[config.mk]
export PLATFORM = sky130hd
export DESIGN_NAME = decoder_scan_ctrl
export DESIGN_NICKNAME = d
export VERILOG_FILES = /design/src/rtl/decoder_scan_ctrl.sv
export SDC_FILE = /design/constraint.sdc
export NUM_CORES = 1
export LEC_CHECK = 0
export CELL_PAD_IN_SITES_DETAIL_PLACEMENT = 1
export CELL_PAD_IN_SITES_GLOBAL_PLACEMENT = 2
export CORE_MARGIN = 5
export CORE_UTILIZATION = 39
export DETAILED_ROUTE_END_ITERATION = 12
export GPL_TIMING_DRIVEN = 0
export PLACE_DENSITY_LB_ADDON = 0.25
export SLEW_MARGIN = 20
export SYNTH_ARGS = -nofsm -noshare
export SYNTH_HDL_FRONTEND = slang
export SYNTH_SLANG_ARGS = --single-unit
[constraint.sdc]
create_clock -name clk -period 4.7 [get_ports clk]
set_input_delay 0.705 -clock clk [delete_from_list [all_inputs] [get_ports clk]]
set_output_delay 0.705 -clock clk [all_outputs]
set_load 0.005 [all_outputs]
[src/rtl/decoder_scan_ctrl.sv]
// Scan controller for a 2x4 decoder: walks the select lines {A,B} through
// 00->01->10->11, opening a timed enable window per slot behind a blanking guard.
module decoder_scan_ctrl #(
  parameter int ACTIVE_CYCLES = 1000,
  parameter int BLANK_CYCLES  = 2,
  parameter int CNT_W         = 16
) (
  input  logic clk,
  input  logic rst_n,
  input  logic run,
  input  logic step,
  input  logic clr,
  output logic A,
  output logic B,
  output logic E,
  output logic slot_done,
  output logic frame_done,
  output logic busy
);

  // Handshake: none. run is a level, step is a single-cycle request honoured
  // only from IDLE with run low, clr is a synchronous abort with top priority.

  typedef enum logic [1:0] {
    ST_IDLE   = 2'd0,
    ST_BLANK  = 2'd1,
    ST_ACTIVE = 2'd2
  } state_t;

  localparam logic [CNT_W-1:0] BLANK_LAST = CNT_W'(BLANK_CYCLES - 1);
  localparam logic [CNT_W-1:0] ACT_LAST   = CNT_W'(ACTIVE_CYCLES - 1);
  localparam logic [CNT_W-1:0] CNT_ONE    = CNT_W'(1);

  state_t           state_q, state_d;
  logic [CNT_W-1:0] timer_q, timer_d;
  logic [1:0]       slot_q, slot_d;
  logic             e_q, e_d;
  logic             slot_done_q, slot_done_d;
  logic             frame_done_q, frame_done_d;
  logic             busy_q, busy_d;

  always_ff @(posedge clk or negedge rst_n) begin
    if (!rst_n) begin
      state_q      <= ST_IDLE;
      timer_q      <= '0;
      slot_q       <= 2'b00;
      e_q          <= 1'b0;
      slot_done_q  <= 1'b0;
      frame_done_q <= 1'b0;
      busy_q       <= 1'b0;
    end else begin
      state_q      <= state_d;
      timer_q      <= timer_d;
      slot_q       <= slot_d;
      e_q          <= e_d;
      slot_done_q  <= slot_done_d;
      frame_done_q <= frame_done_d;
      busy_q       <= busy_d;
    end
  end

  always_comb begin
    state_d = state_q;
    timer_d = timer_q;
    slot_d  = slot_q;
    if (clr) begin
      state_d = ST_IDLE;
      timer_d = '0;
      slot_d  = 2'b00;
    end else begin
      case (state_q)
        ST_IDLE: begin
          if (run || step) begin
            state_d = ST_BLANK;
            timer_d = '0;
          end
        end
        ST_BLANK: begin
          if (timer_q == BLANK_LAST) begin
            state_d = ST_ACTIVE;
            timer_d = '0;
          end else begin
            timer_d = timer_q + CNT_ONE;
          end
        end
        ST_ACTIVE: begin
          // The slot advances on the same edge that drops E, so the select
          // lines only ever move while the decoder is disabled.
          if (timer_q == ACT_LAST) begin
            slot_d  = slot_q + 2'd1;
            timer_d = '0;
            state_d = run ? ST_BLANK : ST_IDLE;
          end else begin
            timer_d = timer_q + CNT_ONE;
          end
        end
        default: begin
          state_d = ST_IDLE;
          timer_d = '0;
        end
      endcase
    end
  end

  // Outputs are decoded from the next-state values so they land in flops
  // aligned with the state they describe.
  always_comb begin
    e_d          = (state_d == ST_ACTIVE);
    slot_done_d  = e_d && (timer_d == ACT_LAST);
    frame_done_d = slot_done_d && (slot_d == 2'b11);
    busy_d       = (state_d != ST_IDLE);
  end

  assign A          = slot_q[1];
  assign B          = slot_q[0];
  assign E          = e_q;
  assign slot_done  = slot_done_q;
  assign frame_done = frame_done_q;
  assign busy       = busy_q;

endmodule

==> flow_summary.toml <==
[status]
outcome = "complete, no violations"

[logic_synthesis]
synth_area_mm2 = 0.001588
synthCells = 175
synth_edf_count = 0
synth_nets = 182
yosys_warnings = 0
syn_area_per_cell_um2 = 9.073
postSynth.asyncResetShare_pct = 100.0
seq_area_frac_synth_pct = 37.83
ys.flop_type = "dfrtp_1"
post_synth_num_cell_types = 54
ys_ff_latch = 24

[sta]
fmax_mhz = 302.0
drv_slew = 0
worst_pin_slew_ps = 1121
period_share_pct = 70.46
slew_headroom_pct = 24.56
rsz0062_at_grt = "false"
finalSetupTns_ps = 0
fin_crit_ps = 3312
setup_viol_count_final = 0
clock_skew_ps = 2.087
final-hold-violation-count = 0

[critical_path]
r2r_cells = 8
critPathMaxStageDelay_ps = 930
critical_path.startpoint_type = "input pin"
cp_num_cells = 8
crit_type = "input pin to flip-flop"
worst-path-max-fanout = 5
crit_family = "simple AND/OR/NAND/NOR gates"
critical_path_buf_inv_count = 1
path_cells = "clkdlybuf4s50_1, nor4_1, a32o_1, a31oi_1, a221oi_1, nor4bb_1, and4b_1, nor3b_2"
worstPathRequired_ps = 4900
arrival_ps = 3510
ff2ff_setup_slack_ps = 1420
cpMaxStageDelayCell = "nor4_1"
r2r_start = "timer_q[0]$_DFF_PN0_"
end_kind = "flip-flop"
reg2reg_to = "slot_done$_DFF_PN0_"

[floorplanning]
core-area_mm2 = 0.003971
ios = 11
die-area_mm2 = 0.005447
die_h_um = 73.81
start_util_pct = 39.98
rows = 23
die_width_um = 73.81

[finish]
n_antenna_cell = 0
final_cells = 239
finalNetCount = 197
area_growth_pct = 14.42
fillers = 464
layout-drive-gt1-share_pct = 15.34

[placed_design]
dp_cells = 235
gp_congestion = 0.8529
portBuffers = 10
dpl.hpwl_um = 3551

[route]
drt-total-wl_um = 4825
drc = 0
drt_pass1_iterations = 4
routed_via_density = 6.063
drtIter0Drc = 55
wl_per_cell_um = 20.19
num_vias = 1449
drtAntennaViolNets = 0

[global_routing]
antenna_found_initial = 0
grt_pass1_vias = 1525
grt_use_total_pct = 19.92
overflow = 0
grt_pass1_wl_um = 8217
grt_max_degree = 25

[clock_network]
cts_htree_levels = 1
cts_hold_repair.buffers = 0
cts_root_buffer = "clkbuf_8"
post_cts_buffers = 0
insertion_delay_ps = 270
cts_tree = "built"
clkSinkCount = 24
cts_resized = 0
clk_pin_slew_ps = 90
clock_path_buffers = 2
numCtsBuffers = 3

[pwr]
power_w = 0.0005239
ir_worst_vdd_mv = 0.1569
p_leak_nw = 0.6973
powerDensity_mw_per_mm2 = 288.4

[flow_run]
max-cap-violations = 0

[hold_path]
hold_class = "input pin to asynchronous set/reset pin"
-- layout make-up --
type,count,area (um^2),share of cell area (%)
Tap cell,50,62.56,3.444
Clock buffer,3,41.29,2.273
Buffer,8,80.08,4.408
Sequential cell,24,600.6,33.06
Clock inverter,1,30.03,1.653
Multi-Input combinational cell,138,888.4,48.90
Timing Repair Buffer,10,95.09,5.234
Inverter,5,18.77,1.033
-- cells in the mapped netlist, types with 3 or more instances --
cell type	n	area [um^2]
nor4_1	5	31.28
inv_1	5	18.77
clkbuf_8	3	41.29
o21ai_0	9	45.04
or2_2	3	18.77
nand2_1	21	78.83
nor3_1	4	20.02
and2_1	3	18.77
nand3_1	6	30.03
nand4_1	5	31.28
a22oi_1	3	22.52
dfrtp_1	24	600.6
a21oi_1	17	85.08
nor2_1	12	45.04
-- cells in the final DEF (no fill, tap or decap), drive strengths merged, types with 5 or more instances in the layout --
cell and instances:
a21oi 17, clkbuf 7, clkdlybuf4s50 9, dfrtp 24, inv 5, nand2 22
nand3 6, nand4 5, nor2 12, nor4 5, o21ai 9
-- per-stage QoR --
step | setup slack, ps | hold slack, ps | utilization [%] | area, um^2
floorplan | 2053 | 409.4 | - | 1588
global placement | 1238 | 548.6 | 44.08 | 1750
detailed placement | 1115 | 570.1 | 43.95 | 1745
CTS | 1409 | 430.7 | 45.75 | 1817
global route | 1241 | 453.7 | 45.75 | 1817
finish | 1388 | 419.6 | 45.75 | 1817
-- per-layer routing --
layer | global-route usage, % | vias up | share of wire (%)
li1 | - | 682 | -
met1 | 27.40 | 735 | 46
met2 | 32.87 | 27 | 50
met3 | 2.052 | 5 | 3.5
met4 | 5.835 | 0 | 0.91
met5 | 0 | - | 0
-- sequential cells by signal, summed over array words and instances (netlist names) --
name and flops:
busy 1, slot_q 2, frame_done 1, E 1
slot_done 1, timer_q 16, state_q 2
-- worst max path at each step --
stage	from	to	slack (ps)
6_report	step	slot_done$_DFF_PN0_	1390
5_1_grt	timer_q[0]$_DFF_PN0_	slot_done$_DFF_PN0_	1240
4_1_cts	step	slot_done$_DFF_PN0_	1410
3_5_place_dp	step	slot_done$_DFF_PN0_	1120
3_3_place_gp	step	frame_done$_DFF_PN0_	1240
2_1_floorplan	timer_q[1]$_DFF_PN0_	frame_done$_DFF_PN0_	2050
-- cell families after synthesis --
logic type | count (synthesis) | share of synthesized area (%)
XOR/XNOR | 4 | 2.207
AND/OR/NAND/NOR | 83 | 30.65
flip-flops | 24 | 37.83
buffers and inverters | 13 | 6.225
AO/OA/AOI/OAI | 49 | 21.51
adder cells (fa/ha/maj) | 2 | 1.576
-- power by group --
part	switching (W)	internal (W)	leakage (nW)
Clock	0.0000748	0.000114	0.0357
Combinational	0.0000664	0.0000442	0.330
Sequential	0.0000104	0.000214	0.332
No activity file was read; power rests on OpenSTA's default activity.
